### config.mk
export PLATFORM = sky130hd
export DESIGN_NAME = uart_byte_tx
export DESIGN_NICKNAME = d
export VERILOG_FILES = /design/src/rtl/uart_byte_tx.sv
export SDC_FILE = /design/constraint.sdc
export NUM_CORES = 1
export LEC_CHECK = 0
export CAP_MARGIN = 10
export CORE_MARGIN = 8
export CORE_UTILIZATION = 63
export DETAILED_ROUTE_END_ITERATION = 12
export PLACE_DENSITY = 0.84
export SYNTH_ARGS = -nofsm -noshare
export SYNTH_HDL_FRONTEND = slang
export SYNTH_SLANG_ARGS = --single-unit
export TNS_END_PERCENT = 50
### constraint.sdc
create_clock -name clk -period 6.55 [get_ports clk]
set_clock_uncertainty 0.15 [all_clocks]
set_input_delay 1.965 -clock clk [delete_from_list [all_inputs] [get_ports clk]]
set_output_delay 1.965 -clock clk [all_outputs]
set_load 0.01 [all_outputs]
### src/rtl/uart_byte_tx.sv
// rtl/uart_byte_tx.sv - 8N1 UART transmitter fed by a small byte FIFO
// Bytes queue in a circular buffer; the FSM pops one per frame, back-to-back when more are waiting.
module uart_byte_tx #(
  parameter int CLKS_PER_BIT = 260,
  parameter int DEPTH        = 4
) (
  input  logic                     clk,
  input  logic                     reset,
  input  logic [7:0]               tx_data,
  input  logic                     tx_valid,
  output logic                     tx_ready,
  output logic                     uart_tx,
  output logic                     busy,
  output logic [$clog2(DEPTH):0]   fifo_count
);

  localparam int AW = $clog2(DEPTH);
  localparam int CW = AW + 1;
  localparam int BW = $clog2(CLKS_PER_BIT);
  localparam logic [BW-1:0] BAUD_LAST = BW'(CLKS_PER_BIT - 1);
  localparam logic [CW-1:0] FULL      = CW'(DEPTH);

  typedef enum logic [1:0] {
    S_IDLE,
    S_START,
    S_DATA,
    S_STOP
  } state_t;

  state_t          r_state;
  logic [7:0]      r_mem [DEPTH];
  logic [AW-1:0]   r_wr_ptr;
  logic [AW-1:0]   r_rd_ptr;
  logic [CW-1:0]   r_count;
  logic            r_tx_ready;
  logic [BW-1:0]   r_baud;
  logic [2:0]      r_bit_idx;
  logic [7:0]      r_shift;
  logic            r_uart_tx;

  logic            w_push;
  logic            w_pop;
  logic            w_baud_done;
  logic [CW-1:0]   w_count_next;

  assign w_push      = tx_valid & r_tx_ready;
  assign w_baud_done = (r_baud == BAUD_LAST);
  // A pop happens from IDLE, or straight out of a finished stop bit so frames stay contiguous.
  assign w_pop       = (r_count != '0) &&
                       ((r_state == S_IDLE) || ((r_state == S_STOP) && w_baud_done));
  assign w_count_next = r_count + {{AW{1'b0}}, w_push} - {{AW{1'b0}}, w_pop};

  always_ff @(posedge clk) begin
    if (w_push) begin
      r_mem[r_wr_ptr] <= tx_data;
    end
  end

  // Ready is computed from next occupancy, so a same-cycle pop never lets a full FIFO accept.
  always_ff @(posedge clk) begin
    if (reset) begin
      r_wr_ptr   <= '0;
      r_rd_ptr   <= '0;
      r_count    <= '0;
      r_tx_ready <= 1'b1;
    end else begin
      if (w_push) begin
        r_wr_ptr <= r_wr_ptr + 1'b1;
      end
      if (w_pop) begin
        r_rd_ptr <= r_rd_ptr + 1'b1;
      end
      r_count    <= w_count_next;
      r_tx_ready <= (w_count_next != FULL);
    end
  end

  always_ff @(posedge clk) begin
    if (reset) begin
      r_state   <= S_IDLE;
      r_uart_tx <= 1'b1;
      r_baud    <= '0;
      r_bit_idx <= '0;
      r_shift   <= '0;
    end else begin
      case (r_state)
        S_IDLE: begin
          r_uart_tx <= 1'b1;
          if (w_pop) begin
            r_shift   <= r_mem[r_rd_ptr];
            r_uart_tx <= 1'b0;
            r_baud    <= '0;
            r_state   <= S_START;
          end
        end
        S_START: begin
          if (w_baud_done) begin
            r_uart_tx <= r_shift[0];
            r_bit_idx <= '0;
            r_baud    <= '0;
            r_state   <= S_DATA;
          end else begin
            r_baud <= r_baud + 1'b1;
          end
        end
        S_DATA: begin
          if (w_baud_done) begin
            r_baud <= '0;
            if (r_bit_idx == 3'd7) begin
              r_uart_tx <= 1'b1;
              r_state   <= S_STOP;
            end else begin
              r_bit_idx <= r_bit_idx + 1'b1;
              r_uart_tx <= r_shift[1];
              r_shift   <= {1'b0, r_shift[7:1]};
            end
          end else begin
            r_baud <= r_baud + 1'b1;
          end
        end
        S_STOP: begin
          if (w_baud_done) begin
            r_baud <= '0;
            if (w_pop) begin
              r_shift   <= r_mem[r_rd_ptr];
              r_uart_tx <= 1'b0;
              r_state   <= S_START;
            end else begin
              r_state <= S_IDLE;
            end
          end else begin
            r_baud <= r_baud + 1'b1;
          end
        end
        default: begin
          r_state   <= S_IDLE;
          r_uart_tx <= 1'b1;
        end
      endcase
    end
  end

  assign tx_ready   = r_tx_ready;
  assign uart_tx    = r_uart_tx;
  assign fifo_count = r_count;
  assign busy       = (r_state != S_IDLE) || (r_count != '0);

endmodule

==> flow_metrics.py <==
metrics = {
    "clock_tree": {
        "clk_latency_ns": 0.35,
        "max-clock-path-buffers": 2,
        "post_cts_resized": 0,
        "cts.clk_slew.worst_paths_ns": 0.08,
        "cts_buffers": 9,
        "cts_hold_buf": 0,
        "cts_tree": "done",
        "cts-root-buf": "clkbuf_8",
        "htreeDepth": 3,
        "cts_setup_buffers": 0,
        "cts.sinks": 65,
    },
    "setup_path": {
        "crit_top_cell": "inv_1",
        "endpoint_kind": "primary output",
        "worstPathMaxFanout": 8,
        "r2r_end": "tx_ready",
        "crit_buf_inv": 3,
        "slowest_stage": "clkdlybuf4s50_1",
        "crit_family": "buffers and inverters",
        "critical_path_class": "flop to primary output",
        "crit_arrival_ns": 2.19,
        "worst_setup_path_start_kind": "flop",
        "max_stage_delay_ns": 0.58,
        "required_ns": 4.43,
        "r2r_start": "r_baud[0]",
        "r2r_slack_ns": 3.26,
        "crit_path_cell_trace": "inv_1 > ha_1 > and2_0 > inv_1 > clkdlybuf4s50_1",
        "r2r_cells": 11,
    },
    "final_layout": {
        "final_util_pct": 71.9,
        "syn2layout_area_growth_pct": 12.4,
        "drive_gt1_share_pct": 12.5,
        "diodes": 0,
        "fin_nets": 287,
    },
    "die": {
        "die_area_um2": 7110,
        "core_um2": 4600,
        "initial_core_util_pct": 63.9,
        "die_w_um": 84.3,
        "ios": 17,
        "fp.dieH_um": 84.3,
        "rows": 25,
    },
    "global_route": {
        "grt_pass1_wl_um": 8770,
        "grt_pass1_vias": 1859,
        "grt_use_total_pct": 15.6,
        "grt_overflow": 0,
        "grt_antenna_before_repair": 0,
        "grt_start_max_net_pins": 32,
    },
    "routing": {
        "wl_per_cell_um": 16.3,
        "drc": 0,
        "ant_nets": 0,
        "viasPerCell": 6.00,
        "vias": 1915,
        "routed_wl_um": 5210,
        "drt_iter0_drc": 135,
        "drt_first_pass_iters": 4,
    },
    "sta": {
        "fin_crit_sh_pct": 65.8,
        "hold_violations": 0,
        "min_period_ns": 4.31,
        "setup_violations": 0,
        "fmax_ghz": 0.232,
        "rsz0062_at_grt": "no",
        "setup_ws_ns": 2.24,
        "drv_slew": 0,
        "whs_ns": 0.310,
        "tns_ns": 0,
        "max-slew-margin-rel_pct": 24.9,
        "worst_pin_slew_ns": 1.12,
    },
    "synthesis": {
        "ys_types": 45,
        "synth_top_cells_by_count": "dfxtp_1 (33), edfxtp_1 (32), a21oi_1 (22)",
        "synth.most_common_cell": "dfxtp_1",
        "synth_edf_count": 32,
        "yosysSeqAreaShare_pct": 55.1,
        "yosys_warnings": 0,
        "synth_top_area_share_pct": 32.7,
        "synth_nets": 270,
        "synthCells": 244,
        "ys.flop_type": "dfxtp_1",
        "syn_area_per_cell_um2": 12.1,
        "ys_top_cells_by_area": "edfxtp_1 (33%), dfxtp_1 (22%), mux4_2 (6.1%)",
        "synth.largest_area_cell": "edfxtp_1",
        "ys_ff_latch": 65,
        "synth_area_um2": 2940,
        "async_flop_share_pct": 0,
    },
    "power_and_ir_drop": {
        "ir_drop_uv": 266,
        "leakage_nw": 1.19,
        "power.total_mw": 1.40,
        "powerDensity_nw_per_um2": 422,
    },
    "placed_design": {
        "hpwl_um": 3610,
        "portBuffers": 16,
        "pre_cts_slack_ns": 2.26,
        "place.gp.congestion": 0.801,
    },
    "hold_path": {
        "hp-start": "r_bit_idx[1]",
        "worstHoldPathType": "flop to flop",
        "min_to": "r_bit_idx[1]",
        "hold_path_depth": 2,
    },
    "job": {
        "cap_viol_max_count": 0,
    },
    "status": {
        "status": "completed",
    },
}
[metal layers]
layer	vias up	GRT usage, %	wire length, um
met3	11	6.29	214
li1	951	-	-
met1	919	19.0	2400
met2	34	23.9	2520
met4	0	6.12	82
met5	-	0	0
[tightest hold or removal path: cells and delay by family (launching register included)]
family | cells | cell delay (ns)
flip-flops | 1 | 0.31
AND/OR/NAND/NOR | 1 | 0.05
AO/OA/AOI/OAI | 1 | 0.05
[layout by cell type (no fill, tap or decap), types with 2 or more instances in the layout]
master | Yosys | layout
a21oi_1 | 22 | 22
a22oi_1 | 2 | 2
a311oi_1 | 4 | 4
and3_1 | 4 | 4
clkbuf_8 | 0 | 9
clkdlybuf4s50_1 | 0 | 16
clkinv_4 | 0 | 2
dfxtp_1 | 33 | 33
edfxtp_1 | 32 | 32
ha_1 | 14 | 14
inv_1 | 10 | 10
mux2i_1 | 9 | 9
mux4_2 | 8 | 8
nand2_1 | 12 | 12
nand3_1 | 5 | 5
nand4_1 | 4 | 4
nor2_1 | 17 | 17
nor2b_1 | 3 | 3
nor3_1 | 4 | 4
nor4b_1 | 2 | 2
o21ai_0 | 15 | 15
o31ai_1 | 2 | 2
or2_2 | 2 | 2
or3_1 | 5 | 5
or3_2 | 2 | 2
or4b_4 | 2 | 2
xnor2_1 | 4 | 4
[where the power goes]
part           switching [mW]  leakage, nW  internal [mW]
sequential             0.0588        0.563          0.498
combinational           0.268        0.530          0.237
clock                   0.159       0.0957          0.175
total                   0.485         1.19          0.910
[worst max path at each step]
stage	from	endpoint	cells past startpoint
5_1_grt	r_state[0]	busy	5
3_3_place_gp	tx_valid	tx_ready	10
2_1_floorplan	tx_valid	tx_ready	9
3_5_place_dp	tx_valid	tx_ready	10
4_1_cts	r_state[0]	busy	5
6_report	r_state[0]	busy	5
[registers in the layout (all words and copies together) (netlist names), named ones only]
signal	flops
r_wr_ptr	2
r_shift	8
r_rd_ptr	2
r_bit_idx	3
uart_tx	1
r_baud	9
fifo_count	3
tx_ready	1
r_mem	32
r_state	2
[final cells by class]
cell class / count / area [um^2]
repair buffers: 16 / 160
well taps: 54 / 67.6
clock buffers: 9 / 124
fillers: 313 / 1290
inverters: 10 / 37.5
clock inverters: 6 / 68.8
multi-input cells: 159 / 1220
flip-flops and latches: 65 / 1620
[metrics by stage]
step	std cells	cell area, um^2
after floorplan	244	2940
after global placement	304	3110
after detailed placement	304	3110
after CTS	319	3300
after global routing	319	3300
final	319	3300
[logic make-up (layout without fill, tap and decap cells)]
family / count (synthesis) / in the layout / synth area share (%)
and+or+nand+nor: 69 / 69 / 13.0
DFF: 65 / 65 / 55.1
AOI/OAI and AO/OA: 52 / 52 / 10.9
buffers and inverters: 20 / 41 / 3.19
muxes: 18 / 18 / 9.57
adders and majority gates: 15 / 15 / 6.64
xor gates and xnor gates: 5 / 5 / 1.49
(Power assumes the default switching activity.)
==> variant (config.mk and constraints unchanged) <==
Put one more register stage on the output `fifo_count`, without a reset. The value now appears one clock later. The other outputs are not delayed to match.
--- a/src/rtl/uart_byte_tx.sv
+++ b/src/rtl/uart_byte_tx.sv
@@ -142,7 +142,9 @@
 
   assign tx_ready   = r_tx_ready;
   assign uart_tx    = r_uart_tx;
-  assign fifo_count = r_count;
+  always_ff @(posedge clk) begin
+    fifo_count <= r_count;
+  end
   assign busy       = (r_state != S_IDLE) || (r_count != '0);
 
 endmodule
Function: changed (a bounded check fails within 4 cycles, from zero or initial values and one cycle with reset high).
==> variant against the unedited design <==
Worst setup slack improved by 0.039 ns; non-clock buffer count rose by 1; power rose by 7.4%; highest routed layer unchanged; first-iteration DRC count fell by 32%; largest cell class unchanged; sequential cell count rose by 3; synthesized area rose by 2.6%; critical path type unchanged; via count rose by 2.1%; combinational power rose by 4%; fmax rose by 0.91%; wire length rose by 6.7%; global-route usage rose by 1.2 points; cell area rose by 4.1%.
==> variant: results (changes against the unedited design) <==
outcome: complete, no violations
Synth Area in XOR/XNOR: 1.45% (-0.037 points)
multiplexer share of the synthesized area: 9.34% (-0.24 points)
HPWL after DPL: 3.63 mm (+0.44%)
worst vdd ir: 0.296 mV (+11%)
share of cells above drive strength 1: 13.3% (+0.83 points)
Synth Area in Adders: 6.47% (-0.17 points)
Post-synth EDFFs: 32 (unchanged)
hold path start: r_count[2]
Max-slew headroom: 51.4% (+26 points)
first-pass GRT wire length: 9.37 mm (+6.9%)
Nets: 292 (+1.7%)
largest net degree at the start of global routing: 33 (+3.1%)
drt wl/cell: 17.1 µm (+4.7%)
GPL Wtd Cong: 0.813 (+1.5%)
Seq/Total Area, Yosys: 55.8% (+0.62 points)
critical path peak fanout: 7 (-1)
Remaining Overflow, GRT: 0 (unchanged)
initial drt markers: 92 (-32%)
Synth cell types: 44 (-2.2%)
Synth Area in Compound Gates: 11.3% (+0.35 points)
worst setup path startpoint: r_count[1]
synth top area cells: edfxtp_1 32%, dfxtp_1 24%, mux4_2 6.0%
H-tree lvl count: 3 (unchanged)
worst reg2reg path startpoint: r_baud[2]
total number of vias: 1956 (+2.1%)
leakage power: 1.22 nW (+2.7%)
variant: through the flow:
| stage | utilization, % | std cells | cell area, µm² | setup WS, ns |
|---|---|---|---|---|
| 5_1_grt | 73.8 | 325 | 3440 | 2.13 |
| 4_1_cts | 73.8 | 325 | 3440 | 2.27 |
| 2_1_floorplan | - | 247 | 3020 | 2.97 |
| 3_3_place_gp | 68.9 | 309 | 3210 | 2.37 |
| 6_report | 73.8 | 325 | 3440 | 2.28 |
| 3_5_place_dp | 68.9 | 309 | 3210 | 2.28 |
variant: area by class of cell:
cell class	count	area [µm²]	share of cell area [%]
clock buffer	9	124	3.60
clock inverter	7	105	3.06
inverter	10	37.5	1.09
multi-input combinational	160	1250	36.5
sequential	68	1680	48.9
tap	54	67.6	1.97
timing repair buffer	17	168	4.88
variant: logic make-up (layout without fill, tap and decap cells):
kind of cell | count (synthesis) | count (layout)
adders and majority gates | 15 | 15
AOI/OAI and AO/OA | 52 | 52
xor gates and xnor gates | 5 | 5
muxes | 18 | 18
buffers and inverters | 19 | 43
and+or+nand+nor | 70 | 70
DFF | 68 | 68
variant: worst paths after layout:
path                                 endpoint  slack (ns)  depth (start not counted)
worst max-delay path                     busy        2.28                          4
worst max register to register       tx_ready        3.55                         10
worst min-delay path            fifo_count[2]        0.26                          0
worst min register to register  fifo_count[2]        0.26                          0
variant: routing by layer:
layer	track usage [%]	share of wire [%]	vias up
met4	10.5	2.9	0
met3	5.12	3.4	14
li1	-	-	956
met1	19.3	44	947
met5	0	0	-
met2	26.5	50	39
variant: critical path: stages, from the launching register on:
cell and delay, ns:
dfxtp_1 0.36, nor3_1 0.47, and2_1 0.29, inv_1 0.17
clkdlybuf4s50_1 0.51
variant: power by group through the flow:
stage | Clock, mW | Sequential [mW] | Combinational, mW
CTS | 0.395 | 0.585 | 0.526
floorplan | 0 | 0.570 | 0.406
finish | 0.389 | 0.584 | 0.525
global route | 0.412 | 0.595 | 0.584
global placement | 0 | 0.587 | 0.498
detailed placement | 0 | 0.591 | 0.511
